===== config.mk =====
export PLATFORM = sky130hd
export DESIGN_NAME = uart_tx_flat
export DESIGN_NICKNAME = d
export VERILOG_FILES = /design/src/rtl/uart_tx_if.sv /design/src/rtl/uart_tx.sv /design/src/flat_wrapper.sv
export SDC_FILE = /design/constraint.sdc
export NUM_CORES = 1
export LEC_CHECK = 0
export ABC_CLOCK_PERIOD_IN_PS = 3500
export BUFFER_PORTS_ARGS = -buffer_cell sky130_fd_sc_hd__buf_2
export CORE_UTILIZATION = 39
export CTS_CLUSTER_SIZE = 14
export DETAILED_ROUTE_END_ITERATION = 16
export GPL_ROUTABILITY_DRIVEN = 0
export SKIP_CTS_REPAIR_TIMING = 1
export SLEW_MARGIN = 20
export SYNTH_ARGS = -nofsm -noshare
export SYNTH_HDL_FRONTEND = slang
export SYNTH_SLANG_ARGS = --single-unit

===== constraint.sdc =====
create_clock -name i_clk -period 3.5 [get_ports i_clk]
set_input_delay 0.175 -clock i_clk [delete_from_list [all_inputs] [get_ports i_clk]]
set_output_delay 0.175 -clock i_clk [all_outputs]
set_load 0.05 [all_outputs]

===== src/rtl/uart_tx_if.sv =====
// Bundles the transmitter's FIFO read port and serial-side outputs.
// master = transmitter side, slave = FIFO / pin side.
interface uart_tx_if #(
    parameter int DataBitsSize = 8
);
    logic                    tx_enable;
    logic                    fifo_empty;
    logic [DataBitsSize-1:0] fifo_q;
    logic                    fifo_read_ack;
    logic                    tx;
    logic                    busy;
    logic                    tx_done;

    modport master (
        input  tx_enable,
        input  fifo_empty,
        input  fifo_q,
        output fifo_read_ack,
        output tx,
        output busy,
        output tx_done
    );

    modport slave (
        output tx_enable,
        output fifo_empty,
        output fifo_q,
        input  fifo_read_ack,
        input  tx,
        input  busy,
        input  tx_done
    );
endinterface


===== src/rtl/uart_tx.sv =====
// UART transmitter: pops bytes from the TX FIFO and sends them as
// start bit + DataBitsSize data bits (LSB first) + stop bit.
// Baud timing is a plain clocks-per-bit counter.
module uart_tx #(
    parameter int DataBitsSize = 8,
    parameter int ClksPerBit   = 434
) (
    input  logic      i_clk,
    input  logic      i_rst_n,
    uart_tx_if.master bus
);
    localparam int BaudW = $clog2(ClksPerBit);
    localparam int BitW  = $clog2(DataBitsSize) + 1;
    localparam logic [BaudW-1:0] BaudLast = BaudW'(ClksPerBit - 1);
    localparam logic [BitW-1:0]  BitLast  = BitW'(DataBitsSize - 1);

    typedef enum logic [2:0] {
        S_IDLE,
        S_FETCH,
        S_LOAD,
        S_START,
        S_DATA,
        S_STOP
    } state_t;

    state_t                  r_state;
    logic [BaudW-1:0]        r_baud;
    logic [BitW-1:0]         r_bit;
    logic [DataBitsSize-1:0] r_shift;
    logic                    r_tx;
    logic                    r_busy;

    logic                    w_baud_end;
    logic                    w_can_start;
    logic [DataBitsSize-1:0] w_shift_nxt;

    assign w_baud_end  = (r_baud == BaudLast);
    assign w_can_start = bus.tx_enable & ~bus.fifo_empty;
    assign w_shift_nxt = r_shift >> 1;

    // Frame sequencer; tx and busy are registered so the pin never glitches.
    always_ff @(posedge i_clk) begin
        if (!i_rst_n) begin
            r_state <= S_IDLE;
            r_baud  <= '0;
            r_bit   <= '0;
            r_shift <= '0;
            r_tx    <= 1'b1;
            r_busy  <= 1'b0;
        end else begin
            case (r_state)
                S_IDLE: begin
                    r_tx <= 1'b1;
                    if (w_can_start) begin
                        r_state <= S_FETCH;
                        r_busy  <= 1'b1;
                    end
                end
                // Gives the registered FIFO read data a cycle to catch up
                // with the empty flag before it is sampled.
                S_FETCH: begin
                    r_state <= S_LOAD;
                end
                S_LOAD: begin
                    r_shift <= bus.fifo_q;
                    r_baud  <= '0;
                    r_tx    <= 1'b0;
                    r_state <= S_START;
                end
                S_START: begin
                    if (w_baud_end) begin
                        r_baud  <= '0;
                        r_bit   <= '0;
                        r_tx    <= r_shift[0];
                        r_state <= S_DATA;
                    end else begin
                        r_baud <= r_baud + 1'b1;
                    end
                end
                S_DATA: begin
                    if (w_baud_end) begin
                        r_baud  <= '0;
                        r_shift <= w_shift_nxt;
                        r_bit   <= r_bit + 1'b1;
                        if (r_bit == BitLast) begin
                            r_tx    <= 1'b1;
                            r_state <= S_STOP;
                        end else begin
                            r_tx <= w_shift_nxt[0];
                        end
                    end else begin
                        r_baud <= r_baud + 1'b1;
                    end
                end
                S_STOP: begin
                    r_tx <= 1'b1;
                    if (w_baud_end) begin
                        r_baud <= '0;
                        if (w_can_start) begin
                            r_state <= S_FETCH;
                        end else begin
                            r_state <= S_IDLE;
                            r_busy  <= 1'b0;
                        end
                    end else begin
                        r_baud <= r_baud + 1'b1;
                    end
                end
                default: begin
                    r_state <= S_IDLE;
                    r_tx    <= 1'b1;
                    r_busy  <= 1'b0;
                end
            endcase
        end
    end

    // Pop pulse and done pulse are pure decodes of the current state/count.
    assign bus.fifo_read_ack = (r_state == S_LOAD);
    assign bus.tx_done       = (r_state == S_STOP) && w_baud_end;
    assign bus.tx            = r_tx;
    assign bus.busy          = r_busy;
endmodule

===== src/flat_wrapper.sv =====
// flat-port wrapper written by rule: the top's interface ports become plain ports
module uart_tx_flat 
#(
    parameter int DataBitsSize = 8,
    parameter int ClksPerBit   = 434
)
  (i_clk, i_rst_n, bus_tx_enable, bus_fifo_empty, bus_fifo_q, bus_fifo_read_ack, bus_tx, bus_busy, bus_tx_done);
  uart_tx_if #(.DataBitsSize(DataBitsSize)) bus_i ();
  input  logic i_clk;
  input  logic i_rst_n;
  input wire logic [$bits(bus_i.tx_enable)-1:0] bus_tx_enable;
  input wire logic [$bits(bus_i.fifo_empty)-1:0] bus_fifo_empty;
  input wire logic [$bits(bus_i.fifo_q)-1:0] bus_fifo_q;
  output wire logic [$bits(bus_i.fifo_read_ack)-1:0] bus_fifo_read_ack;
  output wire logic [$bits(bus_i.tx)-1:0] bus_tx;
  output wire logic [$bits(bus_i.busy)-1:0] bus_busy;
  output wire logic [$bits(bus_i.tx_done)-1:0] bus_tx_done;
  assign bus_i.tx_enable = bus_tx_enable;
  assign bus_i.fifo_empty = bus_fifo_empty;
  assign bus_i.fifo_q = bus_fifo_q;
  assign bus_fifo_read_ack = bus_i.fifo_read_ack;
  assign bus_tx = bus_i.tx;
  assign bus_busy = bus_i.busy;
  assign bus_tx_done = bus_i.tx_done;
  uart_tx #(.DataBitsSize(DataBitsSize), .ClksPerBit(ClksPerBit)) u_core (.i_clk(i_clk), .i_rst_n(i_rst_n), .bus(bus_i));
endmodule

==> results.py, run 1 <==
metrics = {
    "timing": {
        "period_share_pct": 60.6,
        "clock_skew_ns": 0.00188,
        "max-slew-margin-rel_pct": 45.7,
        "totalNegativeSetupSlack_ns": 0,
        "hold_ws_ns": 0.140,
        "worstMarginPinSlew_ns": 0.813,
        "max_clock_freq_mhz": 472,
        "drv_slew": 0,
        "setup_violations": 0,
        "hold_viol": 0,
        "finalWorstPathRequiredPeriod_ns": 2.12,
        "fin_ws_ns": 1.38,
        "rsz_0062_raised_after_global_routing": "no",
    },
    "clock_tree": {
        "ctsLongestPathBuffers": 2,
        "insertion_delay_ns": 0.27,
        "numClockSinks": 26,
        "clk_root_buffer_cell": "sky130_fd_sc_hd__clkbuf_8",
        "clkTransAtPathRegs_ns": 0.09,
        "tritoncts": "yes",
        "tritoncts.num_buffers": 3,
        "cts-htree-levels": 1,
    },
    "pwr": {
        "power.switching_w": 0.000227,
        "power_per_cell_area_mw_per_mm2": 479,
        "power_frac_seq_pct": 47.6,
        "irDropWorstVdd_uv": 234,
        "power.share.clock_pct": 32.6,
        "power_switching_share_pct": 30.0,
        "p_leak_nw": 0.578,
        "intPower_w": 0.000531,
        "comb_power_share_pct": 19.8,
    },
    "routing": {
        "avgRoutedWirePerCell_um": 12.8,
        "dr.pass1.iters": 5,
        "num_vias": 1275,
        "drt_wl_total_um": 2960,
        "route.antenna.remaining_nets": 0,
        "drt_iter0_markers": 61,
        "post-route-drc-count": 0,
        "routed_via_density": 5.52,
    },
    "setup_path": {
        "crit_path_start_kind": "flip-flop",
        "critical_path_required_ns": 3.70,
        "worst_path_largest_cell_delay_ns": 0.76,
        "critical_path_class": "reg2reg",
        "chain_of_cells_forming_the_critical_path": "nor3b_2 -> nand4_1 -> or4_1 -> a21oi_1",
        "critPathArrivalTime_ns": 2.32,
        "worstSetupEndpointType": "flip-flop",
        "crit_slowest_cell": "sky130_fd_sc_hd__nor3b_2",
        "crit_path_max_fanout": 28,
    },
    "grt": {
        "antenna_violations_before_repair": 0,
        "grt_start_max_net_pins": 29,
        "grt_first_pass_wirelength_um": 5380,
        "grt_remaining_overflow": 0,
        "first_global_vias": 1257,
        "combined_global_route_utilization_of_all_metal_layers_pct": 16.4,
    },
    "cells_and_area": {
        "flow.area_growth_from_synthesis_pct": 9.99,
        "fin_nets": 201,
        "drive_above_1_share_pct": 14.6,
        "reg_area_sq_um": 520,
        "nFillCells": 331,
        "area_occupied_by_multi_input_gates_sq_um": 848,
        "num_antenna_cells": 0,
    },
    "floorplanning": {
        "dieHeight_um": 62.8,
        "num_io_pins": 16,
        "die_area_sq_mm": 0.00394,
        "row_count": 21,
        "die_w_um": 62.8,
        "floorplan.initialDensity_pct": 41.8,
        "core_area_sq_mm": 0.00344,
    },
    "synthesis": {
        "postSynthRegisterBits": 26,
        "syn-cell-area_sq_mm": 0.00144,
        "post_synth_num_cell_types": 44,
        "synth-edff-count": 0,
        "synth_fp_nets": 191,
        "postSynthCellCount": 176,
        "post-synth-top-area-fraction_pct": 36.1,
        "synth_async_sr_flop_share_pct": 0,
        "yosysMostFrequentCell": "sky130_fd_sc_hd__dfxtp_1",
        "ys.flop_type": "sky130_fd_sc_hd__dfxtp_1",
        "synthTopCellsByCount": "sky130_fd_sc_hd__dfxtp_1, sky130_fd_sc_hd__nand2_1, sky130_fd_sc_hd__a21oi_1",
        "synth.top_cells.by_area": "sky130_fd_sc_hd__dfxtp_1, sky130_fd_sc_hd__a21oi_1, sky130_fd_sc_hd__o21ai_0",
        "ys_warn_count": 0,
        "synth.largest_area_cell": "sky130_fd_sc_hd__dfxtp_1",
        "syn-mean-instance-area_sq_um": 8.18,
        "yosysSeqAreaShare_pct": 36.1,
    },
    "place": {
        "hpwl_dp_um": 2190,
        "buffer_ports.inserted": 15,
        "place_worst_setup_slack_ns": 1.41,
    },
    "run": {
        "maxCapViolCount": 0,
    },
    "run_status": {
        "run_status": "complete, no violations",
    },
    "hold_path": {
        "holdCritPathClass": "in2reg",
    },
}
kinds of logic (layout without fill, tap and decap cells):
kind of cell	after synthesis	in the layout	share of synthesized area, %
XOR/XNOR	3	3	2.35
buffers and inverters	13	22	4.95
flip-flops	26	26	36.1
multiplexers	2	2	1.48
AND/OR/NAND/NOR	67	67	24.8
AO/OA/AOI/OAI	62	62	27.7
adder cells (fa/ha/maj)	3	3	2.61
stage by stage:
step	utilization (%)	total power (W)	cells	area [sq um]
after global placement	43.9	0.000512	227	1510
after floorplan	-	0.000489	176	1440
after CTS	46.0	0.000765	231	1580
final	46.0	0.000758	231	1580
after global routing	46.0	0.000804	231	1580
after detailed placement	43.9	0.000518	227	1510
cell usage in the layout, fill, tap and decap left out, drive strengths merged, types with 3 or more instances in the layout:
cell type,Yosys,routed
nand2b,6,6
nand2,22,22
buf,7,15
ha,3,3
dfxtp,26,26
xor2,3,3
a41oi,3,3
nor2,10,10
a211o,7,7
nor2b,3,3
o21ai,18,18
a31oi,5,5
inv,3,3
nand3,7,7
a21oi,18,18
nor3,3,3
a211oi,4,4
clkbuf,3,3
state kept, by name, indices dropped and copies added (netlist names):
| name | count |
|---|---|
| u_core.bus.busy | 1 |
| u_core.bus.tx | 1 |
| u_core.r_baud | 9 |
| u_core.r_bit | 4 |
| u_core.r_shift | 8 |
| u_core.r_state | 3 |
metal layers:
metal  share of wire [%]  vias up  track usage [%]
met5                   0        -                0
met4                0.44        0             3.78
met3                 3.9        2             2.37
met2                  49       29             30.3
met1                  47      583             19.9
li1                    -      661                -
cell type report:
class                           instances  share of cell area [%]
Clock buffer                            3                    2.61
Clock inverter                          1                    1.90
Inverter                                3                   0.711
Multi-Input combinational cell        137                    53.6
Sequential cell                        26                    32.9
Tap cell                               46                    3.63
Timing Repair Buffer                   15                    4.74
power by group through the flow:
stage               sequential [W]  clock (W)  combinational (W)
global placement          0.000364          0           0.000148
finish                    0.000361   0.000247           0.000150
detailed placement        0.000367          0           0.000151
global route              0.000366   0.000270           0.000168
floorplan                 0.000348          0           0.000142
CTS                       0.000360   0.000253           0.000151
worst max-delay path, delay by kind of cell (launching register included):
family / cells / cell delay, ns
AOI/OAI and AO/OA: 1 / 0.15
and+or+nand+nor: 3 / 1.33
DFF: 1 / 0.58
final timing paths:
check	startpoint	end	slack [ns]	cells past startpoint
setup / recovery	u_core.r_state[0]	u_core.r_bit[3]	1.38	4
hold / removal	bus_fifo_q[7]	u_core.r_shift[7]	0.14	3
setup reg to reg	u_core.r_state[0]	u_core.r_bit[3]	1.38	4
hold reg to reg	u_core.r_shift[0]	u_core.r_shift[0]	0.48	2
(Power assumes the default switching activity.)
==> run 2, diff against run 1 <==
--- a/config.mk
+++ b/config.mk
@@ -5,7 +5,7 @@
 export SDC_FILE = /design/constraint.sdc
 export NUM_CORES = 1
 export LEC_CHECK = 0
-export ABC_CLOCK_PERIOD_IN_PS = 3500
+export ABC_CLOCK_PERIOD_IN_PS = 1800
 export BUFFER_PORTS_ARGS = -buffer_cell sky130_fd_sc_hd__buf_2
 export CORE_UTILIZATION = 39
 export CTS_CLUSTER_SIZE = 14
==> constraint.sdc (replaced) <==
create_clock -name i_clk -period 1.8 [get_ports i_clk]
set_input_delay 0.09 -clock i_clk [delete_from_list [all_inputs] [get_ports i_clk]]
set_output_delay 0.09 -clock i_clk [all_outputs]
set_load 0.05 [all_outputs]
==> results.py, run 2 (synthesized netlist as in run 1, its figures left out) <==
metrics = {
    "routing": {
        "routed_via_density": 5.66,
        "drt_wl_total_um": 3320,
        "drt_iter0_markers": 66,
        "dr.pass1.iters": 4,
        "post-route-drc-count": 0,
        "avgRoutedWirePerCell_um": 13.7,
        "route.antenna.remaining_nets": 0,
        "num_vias": 1370,
    },
    "place": {
        "hpwl_dp_um": 2360,
        "placedCellCount": 238,
        "buffer_ports.inserted": 15,
        "place_worst_setup_slack_ns": 0.00441,
    },
    "cells_and_area": {
        "mostFrequentLayoutCells": "sky130_fd_sc_hd__dfxtp_1, sky130_fd_sc_hd__nand2_1, sky130_fd_sc_hd__a21oi_1",
        "largest_regs": "u_core.r_baud x9, u_core.r_shift x8, u_core.r_bit x4",
        "area_occupied_by_multi_input_gates_sq_um": 866,
        "nFillCells": 330,
        "flow.area_growth_from_synthesis_pct": 16.3,
        "largest_register_ffs": 9,
        "largest_register_by_flop_count": "u_core.r_baud",
        "finish.cell_count_without_fillers": 242,
        "fin_nets": 212,
        "reg_area_sq_um": 522,
        "drive_above_1_share_pct": 20.9,
        "num_antenna_cells": 0,
        "mostFrequentLayoutCell": "sky130_fd_sc_hd__dfxtp_1",
    },
    "setup_path": {
        "critical_path.startpoint": "u_core.r_baud[1]",
        "crit_path_max_fanout": 7,
        "worstSetupEndpointType": "output pin",
        "worst_path_largest_cell_delay_ns": 0.36,
        "worstRegToRegCells": 6,
        "chain_of_cells_forming_the_critical_path": "inv_1 -> ha_1 -> and4b_2 -> nand3_1 -> nor2_2 -> buf_6",
        "crit_path_start_kind": "flip-flop",
        "r2r_slack_ns": 0.07,
        "critical_path_class": "reg2out",
        "critical_path_required_ns": 1.71,
        "critical_path.top_delay_family": "simple AND/OR/NAND/NOR gates",
        "critical_path.n_buffers_inverters": 2,
        "rr_endpoint": "u_core.r_baud[6]",
        "critPathArrivalTime_ns": 1.68,
        "crit_slowest_cell": "sky130_fd_sc_hd__and4b_2",
        "r2r_start": "u_core.r_baud[1]",
    },
    "clock_tree": {
        "ctsLongestPathBuffers": 2,
        "numClockSinks": 26,
        "cts-htree-levels": 1,
        "clkTransAtPathRegs_ns": 0.09,
        "clk_root_buffer_cell": "sky130_fd_sc_hd__clkbuf_8",
        "tritoncts.num_buffers": 3,
        "tritoncts": "yes",
        "insertion_delay_ns": 0.28,
    },
    "timing": {
        "drv_slew": 0,
        "totalNegativeSetupSlack_ns": 0,
        "rsz_0062_raised_after_global_routing": "yes",
        "fin_ws_ns": 0.0344,
        "max_clock_freq_mhz": 566,
        "hold_viol": 0,
        "finalWorstPathRequiredPeriod_ns": 1.77,
        "worstMarginPinSlew_ns": 0.455,
        "hold_ws_ns": 0.0593,
        "setup_violations": 0,
        "clock_skew_ns": 0.00336,
        "period_share_pct": 98.1,
        "max-slew-margin-rel_pct": 69.7,
    },
    "grt": {
        "combined_global_route_utilization_of_all_metal_layers_pct": 17.9,
        "grt_remaining_overflow": 0,
        "first_global_vias": 1224,
        "grt_start_max_net_pins": 23,
        "antenna_violations_before_repair": 0,
        "grt_first_pass_wirelength_um": 5660,
    },
    "floorplanning": {
        "core_area_sq_mm": 0.00344,
        "floorplan.initialDensity_pct": 41.8,
        "die_area_sq_mm": 0.00394,
        "row_count": 21,
        "dieHeight_um": 62.8,
        "num_io_pins": 16,
        "die_w_um": 62.8,
    },
    "pwr": {
        "intPower_w": 0.000966,
        "power.share.clock_pct": 27.3,
        "comb_power_share_pct": 26.0,
        "power_per_cell_area_mw_per_mm2": 854,
        "irDropWorstVdd_uv": 560,
        "power_switching_share_pct": 32.5,
        "power_frac_seq_pct": 46.7,
        "power.switching_w": 0.000465,
        "p_leak_nw": 0.644,
        "power.total_w": 0.00143,
    },
    "run": {
        "maxCapViolCount": 0,
    },
    "hold_path": {
        "hold-path-endpoint": "u_core.r_shift[7]",
        "min-delay-start": "bus_fifo_q[7]",
        "hold-path-cell-count": 3,
        "holdCritPathClass": "in2reg",
    },
    "run_status": {
        "run_status": "complete, no violations",
    },
}
run 2: worst max-delay path by stage:
stage | depth (start not counted) | end | slack [ns]
2_1_floorplan | 5 | bus_tx_done | 0.12
3_3_place_gp | 6 | u_core.r_shift[7] | 0.07
3_5_place_dp | 6 | u_core.r_shift[2] | 0.004
4_1_cts | 6 | bus_tx_done | -0.1
5_1_grt | 6 | u_core.r_baud[5] | -0.06
6_report | 6 | bus_tx_done | 0.03
run 2: stage by stage:
stage	cell area (sq um)	utilization (%)
after CTS	1650	47.9
final	1680	48.7
after floorplan	1440	-
after global placement	1600	46.3
after detailed placement	1600	46.3
after global routing	1680	48.7
run 2: area by class of cell:
cell class	instances	share of cell area (%)
inverter	3	0.672
multi-input combinational	137	51.7
clock buffer	4	3.29
tap	46	3.44
timing repair buffer	26	9.78
sequential	26	31.1
run 2: power by group through the flow:
| stage | clock, W | sequential (W) | combinational, W |
|---|---|---|---|
| global route | 0.000425 | 0.000675 | 0.000416 |
| detailed placement | 0 | 0.000678 | 0.000364 |
| finish | 0.000390 | 0.000669 | 0.000372 |
| CTS | 0.000395 | 0.000665 | 0.000367 |
| global placement | 0 | 0.000676 | 0.000355 |
| floorplan | 0 | 0.000676 | 0.000276 |
run 2: routing by layer:
metal	vias up	wire length [um]	global-route usage [%]
met1	649	1600	24.1
met3	7	124	2.55
li1	686	-	-
met4	0	65	7.27
met2	28	1540	28.4
met5	-	0	0
run 2: worst register-to-register path: stages (launching register included):
cell	delay (ns)
sky130_fd_sc_hd__dfxtp_2	0.36
sky130_fd_sc_hd__inv_1	0.04
sky130_fd_sc_hd__ha_1	0.16
sky130_fd_sc_hd__and4b_2	0.29
sky130_fd_sc_hd__a221oi_2	0.49
sky130_fd_sc_hd__a41oi_1	0.17
sky130_fd_sc_hd__a31oi_1	0.16
==> run 3, diff against run 2 <==
--- a/config.mk
+++ b/config.mk
@@ -6,10 +6,10 @@
 export NUM_CORES = 1
 export LEC_CHECK = 0
 export ABC_CLOCK_PERIOD_IN_PS = 1800
-export BUFFER_PORTS_ARGS = -buffer_cell sky130_fd_sc_hd__buf_2
 export CORE_UTILIZATION = 39
 export CTS_CLUSTER_SIZE = 14
 export DETAILED_ROUTE_END_ITERATION = 16
+export DONT_BUFFER_PORTS = 1
 export GPL_ROUTABILITY_DRIVEN = 0
 export SKIP_CTS_REPAIR_TIMING = 1
 export SLEW_MARGIN = 20
==> results.py, run 3 (synthesized netlist as in run 1, its figures left out) <==
metrics = {
    "setup_path": {
        "critPathArrivalTime_ns": 1.93,
        "crit_path_max_fanout": 7,
        "critical_path_class": "reg2reg",
        "crit_path_start_kind": "flip-flop",
        "critical_path_required_ns": 2.01,
        "worstSetupEndpointType": "flip-flop",
    },
    "grt": {
        "first_global_vias": 1257,
        "grt_remaining_overflow": 0,
        "antenna_violations_before_repair": 0,
        "combined_global_route_utilization_of_all_metal_layers_pct": 17.5,
        "grt_first_pass_wirelength_um": 5580,
        "grt_start_max_net_pins": 21,
    },
    "floorplanning": {
        "die_area_sq_mm": 0.00394,
        "dieHeight_um": 62.8,
        "die_w_um": 62.8,
        "core_area_sq_mm": 0.00344,
        "floorplan.initialDensity_pct": 41.8,
        "num_io_pins": 16,
        "row_count": 21,
    },
    "clock_tree": {
        "clkTransAtPathRegs_ns": 0.09,
        "numClockSinks": 26,
        "ctsLongestPathBuffers": 2,
        "insertion_delay_ns": 0.27,
        "clk_root_buffer_cell": "sky130_fd_sc_hd__clkbuf_8",
        "tritoncts": "yes",
        "tritoncts.num_buffers": 3,
        "cts-htree-levels": 1,
    },
    "place": {
        "buffer_ports.inserted": 0,
        "place_worst_setup_slack_ns": 0.0308,
        "hpwl_dp_um": 2410,
        "detailed_place.area_sq_mm": 0.00155,
    },
    "run": {
        "maxCapViolCount": 0,
    },
    "cells_and_area": {
        "largest_register_ffs": 9,
        "mostFrequentLayoutCells": "sky130_fd_sc_hd__dfxtp_1, sky130_fd_sc_hd__nand2_1, sky130_fd_sc_hd__a21oi_1",
        "mostFrequentLayoutCell": "sky130_fd_sc_hd__dfxtp_1",
        "flow.area_growth_from_synthesis_pct": 12.4,
        "num_antenna_cells": 0,
        "fin_nets": 203,
        "nFillCells": 366,
        "largest_register_by_flop_count": "u_core.r_baud",
        "largest_regs": "u_core.r_baud x9, u_core.r_shift x8, u_core.r_bit x4",
        "drive_above_1_share_pct": 15.1,
        "finalInstanceArea_sq_mm": 0.00162,
    },
    "routing": {
        "route.antenna.remaining_nets": 0,
        "routed_via_density": 5.77,
        "dr.pass1.iters": 4,
        "drt_iter0_markers": 64,
        "num_vias": 1338,
        "drt_wl_total_um": 3360,
        "post-route-drc-count": 0,
        "avgRoutedWirePerCell_um": 14.5,
    },
    "timing": {
        "drv_slew": 0,
        "max_clock_freq_mhz": 581,
        "period_share_pct": 95.5,
        "rsz_0062_raised_after_global_routing": "yes",
        "worstMarginPinSlew_ns": 0.519,
        "fin_ws_ns": 0.0802,
        "clock_skew_ns": 0.00143,
        "setup_violations": 0,
        "max-slew-margin-rel_pct": 65.4,
        "finalWorstPathRequiredPeriod_ns": 1.72,
        "hold_viol": 0,
    },
    "pwr": {
        "power.total_w": 0.00138,
        "power_per_cell_area_mw_per_mm2": 853,
        "irDropWorstVdd_uv": 440,
        "p_leak_nw": 0.587,
    },
    "run_status": {
        "run_status": "complete, no violations",
    },
    "hold_path": {
        "holdCritPathClass": "in2reg",
    },
}
[run 3: cell count changes in the layout (fill, tap and decap cells not counted), sizes merged]
| cell | delta |
|---|---|
| buf | -11 |
| dlygate4sd3 | +2 |
| clkbuf | -1 |
[run 3: layout make-up]
class / count / area (sq um) / area share (%)
Multi-Input combinational cell: 137 / 852 / 52.6
Sequential cell: 26 / 520 / 32.1
Timing Repair Buffer: 17 / 136 / 8.42
Tap cell: 46 / 57.6 / 3.55
Clock buffer: 3 / 41.3 / 2.55
Inverter: 3 / 11.3 / 0.696
[run 3: metal layers]
layer / global-route usage [%] / share of wire (%) / up-vias
met5: 0 / 0 / -
met4: 5.81 / 1.1 / 0
met3: 2.92 / 3.4 / 4
met2: 29.5 / 48 / 29
met1: 22.4 / 47 / 642
li1: - / - / 663
[run 3: worst paths after layout]
path	from	end	slack, ns	cells after the start
hold reg to reg	u_core.r_shift[3]	u_core.r_shift[3]	0.48	2
setup / recovery	u_core.r_baud[1]	u_core.r_baud[5]	0.08	6
hold / removal	i_rst_n	u_core.r_state[0]	0.02	2
setup reg to reg	u_core.r_baud[1]	u_core.r_baud[5]	0.08	6
[run 3: where the power goes]
group | total [W] | internal (W) | leakage, nW | switching, W
Sequential | 0.000668 | 0.000620 | 0.211 | 0.0000472
Combinational | 0.000373 | 0.000156 | 0.354 | 0.000217
Clock | 0.000340 | 0.000150 | 0.0216 | 0.000190
Total | 0.00138 | 0.000926 | 0.587 | 0.000455
[run 3: through the flow]
stage | cells | hold WS [ns] | setup TNS, ns | util, %
finish | 232 | 0.0215 | 0 | 47.0
global route | 232 | 0.0135 | -0.182 | 47.0
CTS | 230 | -0.0381 | -0.0258 | 46.2
detailed placement | 227 | 0.253 | 0 | 45.0
global placement | 227 | 0.240 | 0 | 45.0
floorplan | 176 | 0.226 | 0 | -
[run 3: critical path, stage by stage (launching register included)]
cell and delay (ns):
sky130_fd_sc_hd__dfxtp_1 0.38, sky130_fd_sc_hd__inv_1 0.05, sky130_fd_sc_hd__ha_1 0.17, sky130_fd_sc_hd__and4b_2 0.27, sky130_fd_sc_hd__a221oi_2 0.47, sky130_fd_sc_hd__a41oi_1 0.17, sky130_fd_sc_hd__a31oi_1 0.15
